--- src/rtl/debug_frame_sender_pkg.sv ---
// ---------------------------------------------------------------------------
// debug_frame_sender_pkg
// Shared definitions for the debug frame sender and its FIFO:
//   - default parameter constants for the sender
//   - FSM state encoding (IDLE / SHIFT / GAP)
//   - a helper that sizes counters from their largest count
// No ports; imported by debug_sync_fifo and debug_frame_sender.
// ---------------------------------------------------------------------------
package debug_frame_sender_pkg;

    localparam int DEFAULT_WIDTH     = 40;
    localparam int DEFAULT_DEPTH     = 4;
    localparam int DEFAULT_GAP       = 5;
    localparam int DEFAULT_BIT_DIV   = 1;
    localparam int DEFAULT_MSB_FIRST = 1;

    // Serializer states: waiting for data, shifting payload bits, idle gap.
    typedef enum logic [1:0] {
        ST_IDLE  = 2'd0,
        ST_SHIFT = 2'd1,
        ST_GAP   = 2'd2
    } state_t;

    // Bits needed to hold counts 0 .. num_values-1 (never less than 1 bit).
    function automatic int cnt_width(input int num_values);
        return (num_values < 2) ? 1 : $clog2(num_values);
    endfunction

endpackage

--- src/rtl/debug_frame_sender_fifo.sv ---
// ---------------------------------------------------------------------------
// debug_sync_fifo
// Single-clock first-word-fall-through FIFO feeding the frame serializer.
// rd_data always shows the oldest entry, so a pop can load it in the
// same cycle.
// Ports:
//   clk      sole clock, rising edge
//   reset    asynchronous active-high reset (empties the FIFO)
//   push     write wr_data (ignored while full)
//   wr_data  word to store
//   pop      discard the oldest entry (ignored while empty)
//   rd_data  oldest entry
//   level    occupancy, 0 .. DEPTH
//   full     level == DEPTH
//   empty    level == 0
// ---------------------------------------------------------------------------
module debug_sync_fifo
    import debug_frame_sender_pkg::*;
#(
    parameter int WIDTH = DEFAULT_WIDTH,
    parameter int DEPTH = DEFAULT_DEPTH
) (
    input  logic                     clk,
    input  logic                     reset,
    input  logic                     push,
    input  logic [WIDTH-1:0]         wr_data,
    input  logic                     pop,
    output logic [WIDTH-1:0]         rd_data,
    output logic [$clog2(DEPTH):0]   level,
    output logic                     full,
    output logic                     empty
);

    localparam int AW = $clog2(DEPTH);
    localparam int LW = AW + 1;

    logic [WIDTH-1:0] mem [DEPTH];
    logic [AW-1:0]    wr_ptr;
    logic [AW-1:0]    rd_ptr;
    logic             push_ok;
    logic             pop_ok;

    // Guard both sides locally so the occupancy can never wrap.
    assign push_ok = push && !full;
    assign pop_ok  = pop && !empty;

    assign full    = (level == LW'(DEPTH));
    assign empty   = (level == '0);
    assign rd_data = mem[rd_ptr];

    // Storage array; contents need no reset because level marks validity.
    always_ff @(posedge clk) begin
        if (push_ok) begin
            mem[wr_ptr] <= wr_data;
        end
    end

    // Pointers wrap naturally because DEPTH is a power of two.
    always_ff @(posedge clk or posedge reset) begin
        if (reset) begin
            wr_ptr <= '0;
            rd_ptr <= '0;
        end else begin
            if (push_ok) begin
                wr_ptr <= wr_ptr + AW'(1);
            end
            if (pop_ok) begin
                rd_ptr <= rd_ptr + AW'(1);
            end
        end
    end

    // Occupancy: a simultaneous push and pop leaves it unchanged.
    always_ff @(posedge clk or posedge reset) begin
        if (reset) begin
            level <= '0;
        end else begin
            unique case ({push_ok, pop_ok})
                2'b10:   level <= level + LW'(1);
                2'b01:   level <= level - LW'(1);
                default: level <= level;
            endcase
        end
    end

endmodule

--- src/rtl/debug_frame_sender.sv ---
// ---------------------------------------------------------------------------
// debug_frame_sender
// Buffers payload words in a small FIFO and sends each one as a serial
// frame: WIDTH payload bits, each held BIT_DIV cycles, followed by GAP idle
// bit periods. Frames queued in the FIFO follow each other with no extra
// idle cycle beyond the gap.
// Ports:
//   clk       sole clock, rising edge
//   reset     asynchronous active-high reset
//   in_valid  in_data offered this cycle
//   in_data   payload word
//   in_ready  FIFO can accept (level != DEPTH)
//   sout      serial data, registered
//   sframe    high during the first bit period of a frame, registered
//   busy      high while shifting or in the gap
//   level     FIFO occupancy
//   overflow  sticky: a word was offered while the FIFO was full
// ---------------------------------------------------------------------------
module debug_frame_sender
    import debug_frame_sender_pkg::*;
#(
    parameter int WIDTH     = DEFAULT_WIDTH,
    parameter int DEPTH     = DEFAULT_DEPTH,
    parameter int GAP       = DEFAULT_GAP,
    parameter int BIT_DIV   = DEFAULT_BIT_DIV,
    parameter int MSB_FIRST = DEFAULT_MSB_FIRST
) (
    input  logic                     clk,
    input  logic                     reset,
    input  logic                     in_valid,
    input  logic [WIDTH-1:0]         in_data,
    output logic                     in_ready,
    output logic                     sout,
    output logic                     sframe,
    output logic                     busy,
    output logic [$clog2(DEPTH):0]   level,
    output logic                     overflow
);

    // The bit counter also counts gap periods, so size it for the larger.
    localparam int BIT_W = cnt_width((WIDTH > GAP) ? WIDTH : GAP);
    localparam int DIV_W = cnt_width(BIT_DIV);

    localparam logic [BIT_W-1:0] LAST_BIT = BIT_W'(WIDTH - 1);
    localparam logic [BIT_W-1:0] LAST_GAP = BIT_W'((GAP > 0) ? GAP - 1 : 0);
    localparam logic [DIV_W-1:0] LAST_DIV = DIV_W'(BIT_DIV - 1);

    state_t           state;
    state_t           next_state;

    logic             push;
    logic             pop;
    logic             fifo_full;
    logic             fifo_empty;
    logic [WIDTH-1:0] fifo_rd_data;

    logic [WIDTH-1:0] shreg;
    logic [BIT_W-1:0] bit_cnt;
    logic [DIV_W-1:0] div_cnt;

    logic             bit_end;
    logic             shift_done;
    logic             gap_done;
    logic             frame_end;
    logic             cur_bit;
    logic             sout_next;
    logic             sframe_next;

    // in_ready comes from registered occupancy only, so a pop in the same
    // cycle never opens room for a push and in_valid reaches no output.
    assign in_ready = !fifo_full;
    assign push     = in_valid && in_ready;

    debug_sync_fifo #(
        .WIDTH (WIDTH),
        .DEPTH (DEPTH)
    ) u_fifo (
        .clk     (clk),
        .reset   (reset),
        .push    (push),
        .wr_data (in_data),
        .pop     (pop),
        .rd_data (fifo_rd_data),
        .level   (level),
        .full    (fifo_full),
        .empty   (fifo_empty)
    );

    // Timing decodes: end of a bit period, last payload bit, last gap bit.
    // frame_end is where the next queued word may be popped without a
    // lost cycle; with no gap that is the last payload bit itself.
    assign bit_end    = (div_cnt == LAST_DIV);
    assign shift_done = (state == ST_SHIFT) && bit_end && (bit_cnt == LAST_BIT);
    assign gap_done   = (state == ST_GAP) && bit_end && (bit_cnt == LAST_GAP);
    assign frame_end  = gap_done || (shift_done && (GAP == 0));
    assign cur_bit    = (MSB_FIRST != 0) ? shreg[WIDTH-1] : shreg[0];

    // Sticky overflow flag, cleared only by reset.
    always_ff @(posedge clk or posedge reset) begin
        if (reset) begin
            overflow <= 1'b0;
        end else if (in_valid && !in_ready) begin
            overflow <= 1'b1;
        end
    end

    // FSM state register.
    always_ff @(posedge clk or posedge reset) begin
        if (reset) begin
            state <= ST_IDLE;
        end else begin
            state <= next_state;
        end
    end

    // FSM next-state logic.
    always_comb begin
        next_state = state;
        unique case (state)
            ST_IDLE: begin
                if (!fifo_empty) begin
                    next_state = ST_SHIFT;
                end
            end
            ST_SHIFT: begin
                if (shift_done) begin
                    if (GAP > 0) begin
                        next_state = ST_GAP;
                    end else begin
                        next_state = fifo_empty ? ST_IDLE : ST_SHIFT;
                    end
                end
            end
            ST_GAP: begin
                if (gap_done) begin
                    next_state = fifo_empty ? ST_IDLE : ST_SHIFT;
                end
            end
            default: next_state = ST_IDLE;
        endcase
    end

    // FSM outputs. sout/sframe are computed here and registered below, so
    // the serial line trails the state register by one cycle.
    always_comb begin
        pop         = 1'b0;
        busy        = 1'b0;
        sout_next   = 1'b0;
        sframe_next = 1'b0;
        if (!fifo_empty && ((state == ST_IDLE) || frame_end)) begin
            pop = 1'b1;
        end
        if (state != ST_IDLE) begin
            busy = 1'b1;
        end
        if (state == ST_SHIFT) begin
            sout_next   = cur_bit;
            sframe_next = (bit_cnt == '0);
        end
    end

    // Shift register and counters. A pop loads the next word and restarts
    // both counters; otherwise the divider paces bits and the bit counter
    // walks through payload bits and then gap periods.
    always_ff @(posedge clk or posedge reset) begin
        if (reset) begin
            shreg   <= '0;
            bit_cnt <= '0;
            div_cnt <= '0;
        end else if (pop) begin
            shreg   <= fifo_rd_data;
            bit_cnt <= '0;
            div_cnt <= '0;
        end else if (state != ST_IDLE) begin
            if (bit_end) begin
                div_cnt <= '0;
                if (shift_done || gap_done) begin
                    bit_cnt <= '0;
                end else begin
                    bit_cnt <= bit_cnt + BIT_W'(1);
                end
                if (state == ST_SHIFT) begin
                    if (MSB_FIRST != 0) begin
                        shreg <= {shreg[WIDTH-2:0], 1'b0};
                    end else begin
                        shreg <= {1'b0, shreg[WIDTH-1:1]};
                    end
                end
            end else begin
                div_cnt <= div_cnt + DIV_W'(1);
            end
        end
    end

    // Registered serial outputs.
    always_ff @(posedge clk or posedge reset) begin
        if (reset) begin
            sout   <= 1'b0;
            sframe <= 1'b0;
        end else begin
            sout   <= sout_next;
            sframe <= sframe_next;
        end
    end

endmodule

--- config.mk ---
export PLATFORM = sky130hd
export DESIGN_NAME = debug_frame_sender
export DESIGN_NICKNAME = d
export VERILOG_FILES = /design/src/rtl/debug_frame_sender_pkg.sv /design/src/rtl/debug_frame_sender_fifo.sv /design/src/rtl/debug_frame_sender.sv
export SDC_FILE = /design/constraint.sdc
export NUM_CORES = 1
export LEC_CHECK = 0
export ABC_AREA = 1
export CORE_ASPECT_RATIO = 1.1
export CORE_UTILIZATION = 60
export CTS_CLUSTER_DIAMETER = 40
export DETAILED_ROUTE_END_ITERATION = 7
export PLACE_DENSITY_LB_ADDON = 0.08
export SLEW_MARGIN = 20
export SYNTH_ARGS = -nofsm -noshare
export SYNTH_HDL_FRONTEND = slang
export SYNTH_SLANG_ARGS = --single-unit
--- constraint.sdc ---
create_clock -name clk -period 4 [get_ports clk]
set_input_delay 0.8 -clock clk [delete_from_list [all_inputs] [get_ports clk]]
set_output_delay 0.8 -clock clk [all_outputs]
set_load 0.1 [all_outputs]
Word-level counts from Yosys, hierarchy flattened
Memory sizes are Yosys's and may differ from the RTL's. Cells that the tools add are included.

Eq/ne operators: 11. Bitwise logic cells: 1. Reductions and logical operators: 23. Add/sub/neg operators: 6. Mux-type cells: 23. Magnitude comparators: 0. $mul: 0. Div/mod/pow operators: 0. Shift-type cells: 0.

Operator list (count): two-way mux 40 bit (4); two-way mux 6 bit (4); two-way mux 1 bit (10); logical AND 1 bit (9); nonzero test 2 bit (4); adder 6 x 1 -> 6 bit, second input constant (1); equality test 6 x 3 -> 1 bit, second input constant (1); equality test 6 bit, second input constant (1); zero test 6 bit (1); two-way mux 2 bit (3); != test 2 bit, second input constant (3); one-hot mux 2 bit (3 select lines) (1); one-hot mux 3 bit (2 select lines) (1); AND reduction 3 bit (2); adder 2 x 1 -> 2 bit, second input constant (2); equality test 2 x 1 -> 1 bit, second input constant (2); equality test 2 bit, second input constant (2); adder 3 x 1 -> 3 bit, second input constant (1); equality test 3 bit, second input constant (1); zero test 3 bit (1); subtractor 3 x 1 -> 3 bit, second input constant (1); zero test 1 bit (2); zero test 2 bit (1); logical OR 1 bit (2); other kinds (4) (4).

Memories kept: 1. Register bits: 59. Output and inout bits: 8. Word-level logic and storage cells: 75. Bits in latches: 0. Memory bits (writable): 160. Memory bits (read-only): 0. Bits of input ports: 43.

Memories: u_fifo.mem (words 4, width 40, read ports 1, clocked after Yosys merged registers in 0, write ports 1, line debug_frame_sender_fifo.sv:37) `logic [WIDTH-1:0] mem [DEPTH];`.

Depth between registers and ports, before layout
Gate-level depths: netlist of run 1.

Depth in word-level cells: 9. Depth in mapped cells: 14. Depth with buffers taken out: 13.

Cells and area by module
Synthesis of run 1 repeated with hierarchy kept, for this count alone.

Cells, all modules: 910. Area total of the unflattened synthesis: 9768.1 um^2.

Modules (own cells, without submodules): debug_sync_fifo (seq. area each 4979.8 um^2, cells an instance 529, area an instance 6902.9 um^2, times used 1); debug_frame_sender (seq. area each 1276.2 um^2, cells an instance 381, area an instance 2865.2 um^2, times used 1).

Worst setup path before layout of run 1
OpenSTA, ideal clock, no wires.

Path type: reg-to-reg. Start: reg u_fifo.level[0]. End: mem u_fifo.mem[0][0] in the netlist's numbering (enable). Slack: -0.382 ns. Required time: 3.562 ns. Buffers on the path: 0. Cell stages (with the launch flop): 5. Clock period less this slack: 4.382 ns. Data arrival time: 3.944 ns. Library setup time: 0.438 ns. Path through: dfrtp_1 -> nor2_2 -> nand2_1 -> nand2_1 -> nor2_1.

Word-level cells in the longest chain between the ends: 6.

RTL lines: from (decl) (line debug_frame_sender_fifo.sv:29) `output logic [$clog2(DEPTH):0] level,`; from (signal assigned) (line debug_frame_sender_fifo.sv:79) `2'b10: level <= level + LW'(1);`; from (signal assigned) (line debug_frame_sender_fifo.sv:80) `2'b01: level <= level - LW'(1);`; from (signal assigned) (line debug_frame_sender_fifo.sv:81) `default: level <= level;`; equality test 3 bit * (line debug_frame_sender_fifo.sv:47) `assign full = (level == LW'(DEPTH));`; zero test 1 bit * (line debug_frame_sender.sv:71) `assign in_ready = !fifo_full;`; net in_ready (line debug_frame_sender.sv:32) `output logic in_ready,`; logical AND 1 bit (line debug_frame_sender.sv:72) `assign push = in_valid && in_ready;`; logical AND 1 bit * (line debug_frame_sender_fifo.sv:44) `assign push_ok = push && !full;`; two-way mux 1 bit * (line debug_frame_sender_fifo.sv:53) `if (push_ok) begin`; two-way mux 1 bit (not written as such) * (line debug_frame_sender_fifo.sv:54) `mem[wr_ptr] <= wr_data;`; to (decl) (line debug_frame_sender_fifo.sv:37).

Mark *: on every way through the listed nets, which the timed path passes. The rest lies on a longest branch.

Final worst setup path of run 1
Start: reg u_fifo.level[0]. End: out in_ready.

Word-level cells in the longest chain between the ends: 2.

RTL lines (line): equality test 3 bit (debug_frame_sender_fifo.sv:47); zero test 1 bit (debug_frame_sender.sv:71); to (decl) (debug_frame_sender.sv:32).

Every way passes these cells.

==> results of run 1 <==
## cell type report
class,count,area (sq um)
sequential,218,6260
fill,1110,4240
multi-input combinational,555,2530
clock buffer,32,737
timing repair buffer,66,633
tap,196,245
inverter,63,236
clock inverter,20,174
## flip-flops by register name, summed over array words and instances (netlist names)
| register | cells |
|---|---|
| state | 2 |
| u_fifo.level | 3 |
| sframe | 1 |
| u_fifo.wr_ptr | 2 |
| shreg | 40 |
| u_fifo.rd_ptr | 2 |
| sout | 1 |
| u_fifo.mem | 160 |
| bit_cnt | 6 |
| overflow | 1 |
## path summary, 6_finish.rpt
kind	from	to	depth (start not counted)
worst min-delay path	overflow	overflow	1
max in group asynchronous	reset	u_fifo.rd_ptr[0]	3
worst min register to register	overflow	overflow	1
worst max-delay path	u_fifo.level[0]	in_ready	3
min in group asynchronous	reset	shreg[8]	3
worst max register to register	u_fifo.level[0]	shreg[34]	9
## power by group
part	internal, mW	switching, mW	total, mW	leakage [nW]
clock network	1.41	0.949	2.36	0.426
logic	0.860	2.02	2.88	1.95
registers	3.08	0.230	3.31	2.16
## per-layer routing
| metal | global-route usage, % | share of wire, % |
|---|---|---|
| met3 | 3.29 | 4.6 |
| met2 | 42.1 | 51 |
| met4 | 6.17 | 1.4 |
| met1 | 33.5 | 43 |
| met5 | 0 | 0 |
## metrics by stage
step / setup WS, ps / utilization [%]
detailed placement: 1160 / 65.8
global route: 833 / 71.8
global placement: 1220 / 65.8
CTS: 928 / 71.8
finish: 925 / 71.8
floorplan: -382 / -
## placed cells by master, fill, tap and decap left out, drive strengths merged, types with 2 or more instances in the layout
cell / count
xor2: 5
a31o: 2
clkdlybuf4s50: 50
edfxtp: 160
nor2: 23
inv: 67
dfrtp: 58
ha: 7
o21ai: 6
nand3: 202
a21oi: 3
nand2: 298
clkinvlp: 6
clkinv: 9
clkbuf: 32
nand4: 5
buf: 16
## worst max-delay path, cell delays in order, from the launching register on
cell and delay, ps:
sky130_fd_sc_hd__dfrtp_1 420, sky130_fd_sc_hd__nor2_2 250, sky130_fd_sc_hd__nand2_1 110, sky130_fd_sc_hd__clkdlybuf4s50_1 980
## cell families after synthesis
| logic type | after synthesis | synth area share [%] |
|---|---|---|
| buf+inv | 115 | 5.47 |
| xor+xnor | 6 | 0.567 |
| fa+ha+maj | 8 | 1.16 |
| flops | 218 | 67.5 |
| simple gates | 529 | 24.5 |
| compound gates | 12 | 0.783 |
==> out/results.txt, run 1 <==
The flow ran to the end, and the final reports show no timing, DRC or antenna violations. The critical path data required time is 3200 ps, and the max-slew violation total from the final report is 0. Hold repair after CTS inserted 0 buffers. The setup check on the worst reg-to-reg path leaves a slack of 1440 ps. The run gives 3 as the number of buffers on the longest clock path. The H-tree depth was 1. The tightest hold path in the finished design has a slack of 470 ps. The tools report the power consumption as 8.55 mW. TritonCTS built the clock tree. Entering global routing, the biggest net connects 87 pins. The post-synth net total is 939. Per-cell routed wire length: 16.2 microns.

The row count is 47, and the final design instance area without fill is 10800 sq um. The tree built by TritonCTS fans out to 218 sinks. The ratio of total power to cell area was 791 nW/um^2; the cell area after technology mapping was 9260 sq um. For this run, the total global-route usage over all layers was measured as 24.6%. sky130_fd_sc_hd__nand2_1 is the most common cell in the netlist. For this block, the initial DRC count from the detailed router was 458.

The finished layout holds 1150 standard cells, fillers aside. Relative to the synthesized area, the layout overhead comes to 16.7%. Class of the tightest hold or removal check: register to register.

For the total of max-cap violations, the log shows 0. The final hold violation count was 0; the highest clock rate was 325 MHz. The logs give 0 for the final setup violation count and 9900 sq um for the placed cell area.

Among all flip-flop cells after synthesis, the most frequent one is sky130_fd_sc_hd__edfxtp_1. Counting I/O delays and the setup requirement, the final critical path takes 3080 ps. Measured against its own limit, the worst slew margin works out to 35.2%.

The floorplan step set the die height to 132 microns. In this run, synthesis inferred 160 flip-flops with an integrated enable. The first global-routing pass estimated 31000 microns of wire. The number of instances resized during post-cts repair was 0.

The total overflow left after global routing is 0. The initial antenna violation count came out at 0. Clock root buffer master: sky130_fd_sc_hd__clkbuf_16. The tools report the final wirelength as 18600 microns. The logs give 15100 sq um for the placeable core area and 0 for the post-CTS setup repair buffer count. In the synthesized netlist, the cells that appear most often are sky130_fd_sc_hd__nand2_1, sky130_fd_sc_hd__nand3_1, sky130_fd_sc_hd__edfxtp_1, sky130_fd_sc_hd__inv_1, sky130_fd_sc_hd__dfrtp_1. After clock tree synthesis, the clock-pin slew on the worst setup and hold paths is 60 ps.

The HPWL after detailed placement is 10100 microns. From left edge to right edge, the die measures 120 microns. After technology mapping, the gate count stands at 888. After synthesis, the cell types taking the most area are sky130_fd_sc_hd__edfxtp_1, sky130_fd_sc_hd__dfrtp_1, sky130_fd_sc_hd__nand2_1, sky130_fd_sc_hd__nand3_1, sky130_fd_sc_hd__inv_1. Setup repair after global routing left no endpoint under its margin. The number of top-level pins is 51, and the via density per instance is 5.44. The largest driver fanout on the critical path is 4, and the clock latency at the later pin of the worst-skew pair is 520 ps. The logs give 983 for the final layout net count and 28 for the TritonCTS buffer count. The share of flip-flops with an asynchronous set or reset is 26.6%.

The count of input and output buffers was 50; the period utilization was 76.9%. The run gives 6316 as the number of global-route vias before repair. At the end of routability-driven placement, the weighted congestion stood at 0.746. The kind of end point of the critical path was a primary output. Leakage power summed over all cells: 4.54 nW. The number of flip-flops and latches in the synthesized netlist was 218; the total die area was 15900 sq um. Across the VDD grid, the largest voltage drop is 0.410 mV. Summed over its instances, the top area cell type makes up 51.9% of the synthesized netlist area. In the final layout, the share of cells above drive strength 1 is 8.28%. The worst-case clock skew is 10.0 ps. The worst setup path is launched from a register. After routing, the total negative slack on setup checks comes to 0 ps.

For this configuration, the core starts out at a cell density of 61.5%. For this run, the number of Yosys warnings is 0. For the pin with the worst max-slew slack, the measured transition is 971 ps. The antenna diode instance count is 0, and the mean cell area of the mapped netlist is 10.4 sq um. The residual antenna-violating net count after detailed routing was 0; the detailed-router iteration count before antenna repair was 5. After synthesis, flip-flops and latches occupy 67.5% of the total area. After detailed routing, the number of remaining DRC violations is 0. The critical path in this run is classified as register to primary output.

The number of different library cells used by synthesis comes to 27. The arrival time at the worst endpoint was 2280 ps. Summing over every cut layer, the via total after detailed routing is 6260. Leading area contributor after synthesis: sky130_fd_sc_hd__edfxtp_1.

Including well taps, the total number of placed cells is 1098.
Power figures use the tool's default switching activity.
==> run 2, diff against run 1 <==
==> constraint.sdc (replaced) <==
create_clock -name clk -period 3.16 [get_ports clk]
set_input_delay 0.632 -clock clk [delete_from_list [all_inputs] [get_ports clk]]
set_output_delay 0.632 -clock clk [all_outputs]
set_load 0.1 [all_outputs]
==> run 2 against run 1 <==
Effect of this change:
- routed wire length up 4.6%
- first-iteration DRC count grew 6.3%
- largest cell class unchanged
- clock skew up 5.2 ps
- clock power grew 31%
- core utilization rose by 0.29 points
- sequential power up 27%
- worst hold slack gained 24 ps
- total power grew 29%
- via count grew 2.5%
==> out/results.txt, run 2 (same netlist as run 1, synthesis figures left out) <==
The first-pass GRT wire length was 32300 microns (+4.3%). The post-CTS setup repair buffer count was 0 (unchanged). The leading cell type in the layout, fill and taps excluded was sky130_fd_sc_hd__nand2_1. The power consumption is 11.0 mW (+29%), and the critical path's largest stage delay is 670 ps (-310 ps). The initial antenna violation count was 0 (unchanged); the period utilization was 66.9%. The worst hold path belongs to the class register to register.

For the TritonCTS buffer count, the log shows 25 (-11%). The tools report the routed via count as 6417 (+2.5%). The smallest clock period supported by the final layout is computed as 2110 ps. The residual antenna-violating net count after detailed routing is 0 (unchanged). The startpoint identified for the worst hold timing path is overflow. The via density per instance is 5.61 (+3.1%).

In this run the critical register-to-register path is captured at shreg[33]. The register area came out at 6260 sq um (unchanged). The setup path with the least slack is of type register to register. Setup repair after global routing left no endpoint under its margin. The total of hold buffers inserted after clock tree synthesis came out at 0 (unchanged). The final design instance area without fill is 10900 sq um (+0.41%), and the count of input and output buffers is 50 (unchanged).

The per-cell routed wire length was 17.0 microns (+5.2%). The logs give 3 (unchanged) for the number of buffers on the longest clock path and 0 (unchanged) for the residual DRC count. The placed wire-length estimate is 10700 microns (+5.5%), and the total global routing overflow is 0 (unchanged). The final setup TNS is 0 ps (unchanged), and the ratio of total power to cell area is 1020 nW/um^2 (+28%).

The critical path data required time was 3550 ps (+350 ps). The largest registers in the layout are u_fifo.mem: 160 flops, shreg: 40 flops, bit_cnt: 6 flops. The total of max-cap violations is 0 (unchanged), and the maximum number of pins on one net before global-route repair is 86 (-1.1%). The highest clock rate came out at 473 MHz. The overall die width came out at 120 microns (unchanged).

The worst-case headroom to the max-slew limit is 41.5% (+6.4 points). The number of fill cells was 1078 (-2.9%); the row count was 47 (unchanged). The transition at the pin with the smallest max-transition slack is 877 ps (-94.2 ps). The post-CTS clock slew at the launch and capture registers of the worst setup and hold paths was 60 ps (about the same); the largest driver fanout on the critical path was 85 (+81).

TritonCTS built the clock tree. STA classifies the critical path startpoint as a register. The worst-case clock skew is 15.2 ps (+5.24 ps).

The placed cell area is 9950 sq um (+0.45%). The max-slew violation total from the final report came out at 0 (unchanged). Final setup violation count: 0 (unchanged).

The tools report the peak supply drop as 0.567 mV (+38%). The arrival time at the worst endpoint came out at 2510 ps (+230 ps). The run gives 510 ps (about the same) as the clock latency at the later pin of the worst-skew pair. The layout overhead on the synthesized area is 17.2%.

The final hold violation count was 0 (unchanged); the final wirelength was 19400 microns (+4.6%). Traced cell by cell, the critical path runs through inv_1 > ha_1 > nand3_2 > nand2_2 > nand2_2 > buf_4 > nand2_1 > nand3_1 > nand2_1. Die outline height: 132 microns (unchanged). The register with the most flip-flops in the final layout is u_fifo.mem.

The run gives 6456 (+2.2%) as the number of global-route vias before repair. The logs give 0 (unchanged) for the antenna diode instance count and 218 (unchanged) for the sink count of the clock tree. The worst setup path is captured at a register.

The run finished with clean final reports. The combined area of the multi-input logic cells is 2530 sq um (about the same), and the final layout net count is 980 (-0.31%). The tools report the internal reg-to-reg setup slack as 1050 ps (-390 ps). The path with the worst hold slack has its endpoint at overflow.

In the layout the commonest cells are sky130_fd_sc_hd__nand2_1, sky130_fd_sc_hd__nand3_1, sky130_fd_sc_hd__edfxtp_1. The leakage power summed over all cells came out at 4.58 nW (+0.84%). The logs give 61.5% (unchanged) for the starting density of the core and 487 (+6.3%) for the number of DRC markers after the initial detailed-route iteration. The run gives 0.768 (+2.9%) as the final weighted congestion of routability-driven global placement. Path depth of the worst reg2reg path: 9 (unchanged). Placeable core area: 15100 sq um (unchanged). The clock root buffer master was sky130_fd_sc_hd__clkbuf_16.

The number of flip-flops under the largest register name came out at 160 (unchanged). The worst register-to-register path begins at bit_cnt[0]. The run gives 51 (unchanged) as the number of top-level pins. The cell type of the slowest stage on the worst timing path was sky130_fd_sc_hd__buf_4. The global-route usage over all layers came out at 25.8% (+1.2 points). The run gives 0 (unchanged) as the number of instances resized during post-cts repair.

The detailed-router iteration count before antenna repair is 4 (-1), and the instance count along the most critical hold path is 1 (unchanged). The fraction of final layout cells with drive strength greater than 1 works out to 8.87% (+0.59 points). The total die area was 15900 sq um (unchanged); the H-tree depth was 1 (unchanged).
## run 2: worst max path at each step
stage	from	endpoint	depth (start not counted)
3_5_place_dp	in_valid	u_fifo.level[2]	10
6_report	bit_cnt[0]	shreg[33]	9
3_3_place_gp	in_valid	u_fifo.level[2]	10
2_1_floorplan	u_fifo.level[2]	u_fifo.level[2]	9
5_1_grt	bit_cnt[0]	u_fifo.level[2]	13
4_1_cts	u_fifo.level[0]	in_ready	3
## run 2: layout make-up
cell class / instances / area share [%]
tap: 196 / 2.26
sequential: 218 / 57.6
timing repair buffer: 66 / 6.22
clock inverter: 14 / 2.13
inverter: 63 / 2.18
clock buffer: 31 / 6.25
multi-input combinational: 555 / 23.3
## run 2: through the flow
step                      hold WS [ps]  setup WS, ps  util, %  instances
after floorplan                    473          48.9        -        888
after global placement             462           767     66.1       1098
after detailed placement           494           731     66.1       1098
after CTS                          503          1030     72.1       1143
after global routing               528           883     72.1       1143
final                              495          1050     72.1       1143
## run 2: layer usage
layer,GRT usage (%),vias up,routed length (microns)
met5,0,-,0
met4,7.27,0,346
met2,45.3,169,10100
li1,-,3058,-
met3,3.33,38,958
met1,33.7,3152,8040
## run 2: worst max-delay path, delay by kind of cell, from the launching register on
kind | cells | cell delay, ps
AND/OR/NAND/NOR | 6 | 590
adder cells (fa/ha/maj) | 1 | 230
flip-flops | 1 | 400
buffers and inverters | 2 | 750
## run 2: power by group
group          internal (mW)  switching [mW]  leakage [nW]  total (mW)
logic                   1.12            2.61          1.98        3.73
clock network           1.95            1.14         0.440        3.10
registers               3.90           0.302          2.16        4.20
total                   6.97            4.06          4.58        11.0
